--- src/rtl/serial_adder_pkg.sv ---
// Shared definitions for the bit-serial adder: FSM state encodings and
// the counter-width helper.
package serial_adder_pkg;

  typedef enum logic [1:0] {
    IDLE = 2'd0,
    RUN  = 2'd1,
    DONE = 2'd2
  } state_e;

  // ceil(log2(n)), never less than 1 so a WIDTH=1 counter still has a bit.
  function automatic int clog2_min1(input int n);
    int r;
    int v;
    r = 0;
    v = n - 1;
    while (v > 0) begin
      r++;
      v = v >> 1;
    end
    return (r < 1) ? 1 : r;
  endfunction

endpackage

--- src/rtl/full_adder.sv ---
// 1-bit full adder cell: combinational sum and carry of a + b + cin.
module full_adder (
  output logic sum,
  output logic cout,
  input  logic a,
  input  logic b,
  input  logic cin
);

  assign sum  = a ^ b ^ cin;
  assign cout = (a & b) | (cin & (a ^ b));

endmodule

--- src/rtl/serial_adder.sv ---
// Bit-serial WIDTH-bit adder: one bit pair per clock through full_adder, LSB first.
// Result appears WIDTH+1 cycles after start with a one-cycle done pulse.
module serial_adder
  import serial_adder_pkg::*;
#(
  parameter int WIDTH = 8
) (
  input  logic             clk,
  input  logic             rst,
  input  logic             start,
  input  logic [WIDTH-1:0] a,
  input  logic [WIDTH-1:0] b,
  input  logic             cin,
  output logic             busy,
  output logic             done,
  output logic [WIDTH-1:0] sum,
  output logic             cout
);

  localparam int CW = clog2_min1(WIDTH);

  state_e           state_q, state_d;
  logic [WIDTH-1:0] sh_a_q, sh_b_q, sum_sh_q, sum_q;
  logic [WIDTH-1:0] sum_sh_d;
  logic             carry_q, cout_q, busy_q, done_q;
  logic [CW-1:0]    count_q;
  logic             fa_sum, fa_cout;
  logic             last_bit;
  logic             load;

  full_adder u_fa (
    .sum  (fa_sum),
    .cout (fa_cout),
    .a    (sh_a_q[0]),
    .b    (sh_b_q[0]),
    .cin  (carry_q)
  );

  assign last_bit = (count_q == CW'(WIDTH - 1));
  // Shift-and-or form keeps the expression legal when WIDTH is 1.
  assign sum_sh_d = (sum_sh_q >> 1) | (WIDTH'(fa_sum) << (WIDTH - 1));

  always_comb begin
    state_d = state_q;
    load    = 1'b0;
    case (state_q)
      IDLE: begin
        if (start) begin
          load    = 1'b1;
          state_d = RUN;
        end
      end
      RUN: begin
        if (last_bit) state_d = DONE;
      end
      DONE: begin
        // The edge leaving DONE may already accept the next operation.
        if (start) begin
          load    = 1'b1;
          state_d = RUN;
        end else begin
          state_d = IDLE;
        end
      end
      default: state_d = IDLE;
    endcase
  end

  always_ff @(posedge clk) begin
    if (rst) begin
      state_q  <= IDLE;
      sh_a_q   <= '0;
      sh_b_q   <= '0;
      sum_sh_q <= '0;
      sum_q    <= '0;
      carry_q  <= 1'b0;
      cout_q   <= 1'b0;
      busy_q   <= 1'b0;
      done_q   <= 1'b0;
      count_q  <= '0;
    end else begin
      state_q <= state_d;
      busy_q  <= (state_d != IDLE);
      done_q  <= (state_d == DONE);
      if (load) begin
        sh_a_q   <= a;
        sh_b_q   <= b;
        carry_q  <= cin;
        count_q  <= '0;
        sum_sh_q <= '0;
      end else if (state_q == RUN) begin
        sh_a_q   <= sh_a_q >> 1;
        sh_b_q   <= sh_b_q >> 1;
        carry_q  <= fa_cout;
        count_q  <= count_q + CW'(1);
        sum_sh_q <= sum_sh_d;
      end
      // Published result only moves on the DONE entry edge.
      if (state_q == RUN && last_bit) begin
        sum_q  <= sum_sh_d;
        cout_q <= fa_cout;
      end
    end
  end

  assign busy = busy_q;
  assign done = done_q;
  assign sum  = sum_q;
  assign cout = cout_q;

endmodule

--- config.mk ---
export PLATFORM = sky130hd
export DESIGN_NAME = serial_adder
export DESIGN_NICKNAME = d
export VERILOG_FILES = /design/src/rtl/serial_adder_pkg.sv /design/src/rtl/full_adder.sv /design/src/rtl/serial_adder.sv
export SDC_FILE = /design/constraint.sdc
export NUM_CORES = 1
export LEC_CHECK = 0
export CORE_MARGIN = 2
export CORE_UTILIZATION = 42
export CTS_CLUSTER_DIAMETER = 200
export DETAILED_ROUTE_END_ITERATION = 12
export GPL_TIMING_DRIVEN = 0
export PLACE_DENSITY = 0.71
export SLEW_MARGIN = 30
export SYNTH_ARGS = -nofsm -noshare
export SYNTH_HDL_FRONTEND = slang
export SYNTH_SLANG_ARGS = --single-unit
--- constraint.sdc ---
create_clock -name clk -period 2.2 [get_ports clk]
set_clock_uncertainty 0.2 [all_clocks]
set_input_delay 0.33 -clock clk [delete_from_list [all_inputs] [get_ports clk]]
set_output_delay 0.33 -clock clk [all_outputs]
set_load 0.02 [all_outputs]
Yosys cells after proc, flatten, opt, wreduce, memory -nomap -nowiden
Index checks and enable logic that the tools add are counted.
- reductions and logical operators: 6
- mux-type cells: 12
- bitwise gates (word level): 6
- add/sub/neg operators: 1
- equality and inequality tests: 4
- operators by type and width (cell ; count):
    8-bit 2-to-1 mux ; 4
    7-bit by 8-bit bitwise OR with 8-bit output ; 1
    2-bit case mux with 3 select lines ; 1
    1-bit 2-to-1 mux ; 5
    2-bit equality test (second input constant) ; 2
    2-bit 2-to-1 mux ; 2
    2-bit nonzero test ; 2
    2-bit OR reduction ; 2
    3-bit by 1-bit adder with 3-bit output (second input constant) ; 1
    3-bit equality test (second input constant) ; 1
    1-bit bitwise AND ; 2
    2-bit by 1-bit equality test with 1-bit output (second input constant) ; 1
    2-bit zero test ; 1
    1-bit XOR ; 2
    1-bit logical AND ; 1
    1-bit bitwise OR ; 1
- logic and storage cells: 39
- output and inout port bits: 11
- flip-flop bits (word level): 41

Logic depth before layout (Yosys ltp)
Gate-level depths: netlist of run 1.
- depth after elaboration: 5
- depth in mapped cells: 6
- depth with buffers taken out: 5

Hierarchy
From an unflattened synthesis of run 1, not the netlist that was laid out.
- cell total of the unflattened synthesis: 189
- area, all modules: 1597.8 µm²
- by module, submodules not included (module ; times used ; area each (µm²) ; seq. area each (µm²) ; cells each):
    serial_adder ; 1 ; 1577.8 ; 800.8 ; 188
    full_adder ; 1 ; 20.0 ; 0.0 ; 1

Worst setup path after synthesis of run 1
OpenSTA, ideal clock, no wires.
- path kind: flip-flop to flip-flop
- start: register count_q[0]
- end: register sum_q[1], in the netlist sum[1]
- slack: 0.705 ns
- buffers on the path: 1
- setup time: 0.071 ns
- data arrival time: 1.224 ns
- cell stages (with the launch flop): 7
- required time: 1.929 ns
- path through: dfxtp_1 > ha_1 > ha_1 > nand3b_1 > clkbuf_1 > nand2_1 > a21oi_1
- longest elaborated chain between the ends: 2
- RTL lines (item ; line ; text):
    start: declaration ; serial_adder.sv:26 ; logic [CW-1:0] count_q;
    start signal: assignment ; serial_adder.sv:95 ; count_q <= count_q + CW'(1);
    3-bit equality test ; serial_adder.sv:39 ; assign last_bit = (count_q == CW'(WIDTH - 1));
    1-bit logical AND ; serial_adder.sv:99 ; if (state_q == RUN && last_bit) begin
    end signal: assignment ; serial_adder.sv:100 ; sum_q <= sum_sh_d;
    end: declaration ; serial_adder.sv:23 ; logic [WIDTH-1:0] sh_a_q, sh_b_q, sum_sh_q, sum_q;
No other way between the ends.
A chain may end at the register's enable or synchronous reset.

Worst setup path in the final report of run 1
- start: register sum_q[3], in the netlist sum[3]
- end: output port sum[3]
- RTL lines (item ; line ; text):
    end: declaration ; serial_adder.sv:16 ; output logic [WIDTH-1:0] sum,
No word-level cell between the ends.

==> run summary, run 1 <==
The flow ran to the end, and the final reports show no timing, DRC or antenna violations. Once the floorplan was initialized, standard cells occupied 43.8% of the core. The critical path buffer and inverter count was 1. After clock tree synthesis, the clock-pin slew on the worst setup and hold paths is 0.08 ns. STA puts the critical path data required time at 1.67 ns. Detailed placement finished with a half-perimeter wire length of 2.36 mm. The total wire length after detailed routing is 3.39 mm, and the remaining number of nets flagged by the antenna check after routing is 0. TritonCTS built the clock tree. Summed over all failing endpoints, the final setup total negative slack is 0 ns.

The worst register-to-register path begins at count_q[0]. After synthesis, flip-flops and latches occupy 50.0% of the total area. The signal on the critical path passes through clkdlybuf4s50_1. Worst hold path class: reg -> reg. The smallest clock period supported by the final layout is computed as 1.76 ns.

IR analysis of the VDD net gives a maximum drop of 0.000550 V. The total stage count of the critical path was 1. The clock passes through at most 2 buffers. The antenna diode count is 0, and the power density of the placed cells is 717 nW/µm². The depth of the worst hold-timing path was 2. The number of levels in the clock H-tree is 2, and the detailed-route via count is 1394. Setup violations remaining at the end of the flow were counted as 0. Clock tree synthesis inserted a total of 5 buffers.

Buffers placed on the I/O ports in this run total 30. In this run the core area contains 22 standard-cell rows. Kind of cell with the highest combined delay on the critical path: buffers and inverters.

Averaged over all synthesized cells, the footprint is 8.39 µm². For this design, the slowest cell found on the critical path is sky130_fd_sc_hd__clkdlybuf4s50_1. In the routed design, unresolved DRC markers number 0. The horizontal die dimension came out at 65.8 µm. The run gives 13 as the maximum number of pins on one net before global-route repair.

The maximum net fanout on the critical path works out to 2. Counting flops and latches in the post-synthesis netlist gives 40. The net count of the finished layout is 251. Data on the critical path arrives at its endpoint at 1.23 ns.

The largest single stage delay on the critical path is 0.60 ns. I/O pin count: 31. The final-report max-slew violation count is 0. The clock drives 40 sinks.

The layout cell share with drive strength beyond 1 was 8.73%; the mapped cell area was 1600 µm². Across all register-to-register paths, the minimum setup slack is 0.46 ns. Before antenna repair, the detailed router went through 4 iterations.

The endpoint identified for the worst register-to-register timing path is sum[6]. The total area of sequential cells is 801 µm². The cell at the root of the clock tree was sky130_fd_sc_hd__clkbuf_8.

In the layout the commonest cells are 56 x sky130_fd_sc_hd__nand2_1, 40 x sky130_fd_sc_hd__dfxtp_1, 30 x sky130_fd_sc_hd__clkdlybuf4s50_1. For this run the aggregate overflow at the end of global routing stands at 0. The endpoint of the worst setup timing path is sum[3]. Core footprint: 3660 µm². Setup repair after global routing left no endpoint under its margin. The number of global-route vias before repair was 1264; the number of warning messages in the yosys log was 0. The count of max-cap constraint violations came out at 0.

The first routing iteration left 93 violations. Most frequent standard cell in the layout excluding fill and tap cells: sky130_fd_sc_hd__nand2_1. In this run the tightest slew margin relative to its limit is 65.2%.

The run gives 4330 µm² as the overall die area. The area growth from synthesis to layout is 28.3%. After synthesis, the largest area contributor takes up 50.0% of total cell area.

Power consumption: 1.47 mW. The cell accounting for the most synthesized area is sky130_fd_sc_hd__dfxtp_1. The routability-driven placement congestion ratio was 0.766. After clock tree synthesis, the repair step resized 0 gates.

The count of final hold-check violations is 0. Setup slack on the critical path of the routed design comes to 0.435 ns. Post-CTS timing repair inserted 0 buffers for setup.

For the highest clock frequency the design can meet, the log shows 567 MHz. After clock tree synthesis, the flow added hold-fix buffers numbering 0. By startpoint and endpoint, the worst setup path is classified as reg -> out.

OpenSTA, run right after detailed placement, puts the worst setup slack at 0.424 ns. At the later pin of the worst-skew pair, clock insertion delay measures 0.30 ns. Dividing the detail-routed wire length by the instance count gives 12.2 µm. Ranked by total cell area, the synthesized netlist is headed by sky130_fd_sc_hd__dfxtp_1 50%, sky130_fd_sc_hd__nand2_1 13%, sky130_fd_sc_hd__a311oi_1 7.1%, sky130_fd_sc_hd__a21oi_1 6.6%, sky130_fd_sc_hd__nor2_1 4.2%.

Summing all multi-input logic gate instances after layout gives 692 µm². The tools report the startpoint of the most critical setup path as sum[3]. When the netlist entered floorplanning its net count stood at 214. The critical path startpoint category is a register.

The first global-routing pass estimated 6.05 mm of wire. The run gives 0 as the number of antenna violations at the first check in global routing. In the finished design, the share of the clock period the worst path needs comes to 80.2%. The global-route usage over all layers came out at 18.7%. In the synthesized netlist, the number of instances is 191.

The number of cells traversed by the worst register-to-register path is 6, and the leakage power is 0.725 nW. The slew at the pin closest to its max-slew limit is 0.522 ns. Once layout is complete, the utilization of the core stands at 56.2%.

Vertical die dimension: 65.8 µm. In the routed layout, each cell is associated on average with a via count of 5.03. In this run, distinct cell masters in the synthesized netlist total 22. The worst setup path is captured at a primary output. The run gives 359 as the filler cell count.
[state kept, by name (all words and copies together) (netlist names)]
name	flops
sh_a_q	8
sh_b_q	8
sum	8
sum_sh_q	7
count_q	3
state_q	2
busy	1
carry_q	1
cout	1
done	1
[worst min path at each step]
stage	startpoint	endpoint	slack, ns
after floorplan	sum_sh_q[1]	sum_sh_q[1]	0.24
after global placement	sum[3]	sum[3]	0.24
after detailed placement	sum[4]	sum[4]	0.25
after CTS	sum[4]	sum[4]	0.26
after global routing	sum[5]	sum[5]	0.27
final	sum[4]	sum[4]	0.26
[stage by stage]
step	std cells	cell area (µm²)	hold WS, ns
5_1_grt	277	2060	0.274
4_1_cts	277	2060	0.259
3_3_place_gp	269	1960	0.244
3_5_place_dp	269	1960	0.248
6_report	277	2060	0.255
2_1_floorplan	191	1600	0.237
[synthesized netlist by cell type (all sizes together)]
cell type / number
a21oi: 21
a22oi: 1
a311oi: 14
and2b: 2
buf: 12
clkbuf: 5
dfxtp: 40
fa: 1
ha: 2
mux2i: 1
nand2: 56
nand2b: 3
nand3: 11
nand3b: 1
nor2: 18
nor3: 1
o21a: 1
xnor2: 1
[final cells by class]
| class | instances | area share (%) |
|---|---|---|
| multi-input combinational | 134 | 33.6 |
| timing repair buffer | 30 | 14.6 |
| clock inverter | 1 | 0.365 |
| buffer | 17 | 5.35 |
| sequential | 40 | 38.9 |
| clock buffer | 7 | 4.20 |
| tap | 48 | 2.92 |
[per-layer routing]
layer	wire, µm	part of all wire [%]	GRT usage (%)	vias to the layer above
met4	57	1.7	6.25	0
met5	0	0	0	-
met3	178	5.3	6.30	6
met2	1570	46	29.4	40
li1	-	-	-	716
met1	1590	47	23.9	632
[where the power goes]
| group | internal (mW) | switching [mW] | leakage, nW |
|---|---|---|---|
| clock network | 0.255 | 0.261 | 0.0445 |
| logic | 0.0898 | 0.0951 | 0.354 |
| registers | 0.756 | 0.0183 | 0.327 |
| total | 1.10 | 0.374 | 0.725 |
[cell families after synthesis]
logic type	synth area share [%]
buf+inv	6.87
xor+xnor	0.547
simple gates	23.7
flops	50.0
fa+ha+maj	2.81
compound gates	15.5
mux	0.625
Power figures use the tool's default switching activity.
==> inputs of run 2 (changes only) <==
==> constraint.sdc (replaced) <==
create_clock -name clk -period 1.8 [get_ports clk]
set_clock_uncertainty 0.2 [all_clocks]
set_input_delay 0.27 -clock clk [delete_from_list [all_inputs] [get_ports clk]]
set_output_delay 0.27 -clock clk [all_outputs]
set_load 0.02 [all_outputs]
==> run summary, run 2 (synthesis results as in run 1) <==
The run finished with clean final reports. On the worst path, the slowest cell contributes a delay of 0.60 ns. Critical path startpoint category: a register.

Wires add up to 3.38 mm. The number of global-route vias before repair was 1264. The type of the worst setup path is reg -> out. The top cell types in the final layout, fill and taps aside, are 56 x sky130_fd_sc_hd__nand2_1, 40 x sky130_fd_sc_hd__dfxtp_1, 30 x sky130_fd_sc_hd__clkdlybuf4s50_1. The detailed-route via count is 1403, and the number of cells in the design after placement is 269.

Along the worst path, the maximum fanout reaches 2. The first global-routing pass estimated 6.05 mm of wire. The count of input and output buffers was 30; the placed standard-cell area was 1960 µm². Critical path buffer and inverter count: 1. In the final layout, the share of cells above drive strength 1 is 9.17%. The count of max-cap constraint violations was 0. Of the total power, the clock network draws 34.9%. In this run, flip-flops and latches consume 52.6% of the power. Setup repair after global routing left no endpoint under its margin. At the later pin of the worst-skew pair, clock insertion delay measures 0.30 ns. Static timing analysis puts the maximum clock frequency at 587 MHz.

The run gives 4 as the number of detailed-routing iterations run before antenna repair. The count of final hold-check violations is 0, and the combinational fraction of design power is 12.6%. The tools report the type of destination of the critical path as a primary output. The arrival time of data at the critical path endpoint is 1.23 ns, and the number of levels in the clock H-tree is 2. With fillers left out, the area of the finished cells amounts to 2060 µm². Timing analysis after detailed placement gives a worst setup slack of 0.0432 ns. IR analysis of the VDD net gives a maximum drop of 0.000671 V. At the pin with the least slew margin, the transition time is 0.522 ns.

The number of nets at the end of the flow was 251. Power spread over the standard cell area amounts to 874 nW/µm². Global routing used 18.7% of the available tracks. For this run the aggregate overflow at the end of global routing stands at 0. The net switching power of the design is 456 µW, and the total CTS buffers is 5.

Routability-driven placement finished with a final weighted congestion of 0.766. The initial utilization of the core area, before any placement, comes to 43.8%. The ratio of routed vias to standard cells came out at 5.06. Overall die area: 4330 µm². TritonCTS built the clock tree. Measured against its own limit, the worst slew margin works out to 65.2%. Once detail routing completed, the nets flagged for antenna violations numbered 0. The post-route clock period utilization came out at 94.6%. The number of gates resized after CTS was 0; the count of placed standard cells in the final layout, fillers left out was 277.

For the finished layout, the period the worst path requires is 1.70 ns. For this design the top-level I/O count stands at 31. Final HPWL from detailed placement: 2.36 mm. Summed over all cells, the static leakage comes to 0.728 nW. The vertical die dimension is 65.8 µm.

Among cell families on the critical path, the largest total delay comes from buffers and inverters. For this run, design rule violations remaining after detail routing come to 0. After detailed routing, the average wire length per cell comes to 12.2 µm.

The number of rows created at floorplan came out at 22. The core footprint came out at 3660 µm². For this design, the slowest cell found on the critical path is sky130_fd_sc_hd__clkdlybuf4s50_1. Once routing completed, OpenROAD measured the worst setup slack at 0.0966 ns. The run gives 0 ns as the total negative slack for setup checks. From synthesis to final layout, the design area changed by 28.6%. The number of antenna violations at the first check in global routing was 0; the cell internal power dissipation was 1.35 mW. CTS saw 40 sinks. The most frequent standard cell in the layout excluding fill and tap cells was sky130_fd_sc_hd__nand2_1. For this design, the CTS-stage hold fixing added 0 buffers.

For the final-report max-slew violation count, the log shows 0. The count of routing violations after the opening detailed-route iteration was 57; the count of final setup violators was 0. The required time at the endpoint of the critical path is 1.33 ns. The fraction of power spent switching nets is 25.3%, and the maximum number of pins on one net before global-route repair is 13. The root buffer cell chosen for the clock tree is sky130_fd_sc_hd__clkbuf_8. Worst hold path class: reg -> reg. In this run the horizontal extent of the chip is 65.8 µm. 0 antenna diodes ended up in the layout.

For the number of buffers between clock root and the deepest sink, the log shows 2. The tightest hold path in the finished design has a slack of 0.255 ns. Clock-pin slew was measured on the worst setup and hold paths at 0.08 ns.

Walking the worst path, the cells encountered are clkdlybuf4s50_1.
[run 2: changes by cell type in the layout (fill, tap and decap cells not counted), sizes merged]
cell	before	now
buf	12	13
clkbuf	12	11
[run 2: stage by stage]
stage                     power [mW]  util (%)
after CTS                       1.82      56.2
after floorplan                 1.11         -
after global placement          1.19      53.6
final                           1.80      56.3
after detailed placement        1.19      53.6
after global routing            1.89      56.3
[run 2: cell type report]
cell class | instances | area (µm²)
Clock inverter | 1 | 7.51
Sequential cell | 40 | 801
Clock buffer | 7 | 86.3
Timing Repair Buffer | 31 | 308
Multi-Input combinational cell | 134 | 692
Buffer | 16 | 106
Fill cell | 358 | 1600
Tap cell | 48 | 60.1
[run 2: layer usage]
metal / track usage [%] / vias to the layer above / share of wire [%]
li1: - / 715 / -
met1: 23.9 / 638 / 46
met2: 29.4 / 42 / 47
met3: 6.30 / 8 / 5.3
met4: 6.25 / 0 / 1.7
met5: 0 / - / 0
[run 2: repair_timing]
item                                   CTS  global route
endpoints found under the hold margin    0             0
setup endpoints to repair                0             8
setup buffers                            0             1
[run 2: power by group through the flow]
stage,clock network (mW),registers [mW],logic [mW]
global route,0.687,0.954,0.251
CTS,0.645,0.947,0.229
detailed placement,0,0.967,0.228
floorplan,0,0.965,0.142
global placement,0,0.967,0.225
finish,0.628,0.947,0.226
[run 2: path summary, 6_finish.rpt]
path                    from         end  slack [ns]  cells after the start
hold / removal        sum[4]      sum[4]        0.26                      2
setup / recovery      sum[3]      sum[3]         0.1                      1
setup reg to reg  count_q[0]  state_q[0]        0.19                      5
hold reg to reg       sum[4]      sum[4]        0.26                      2
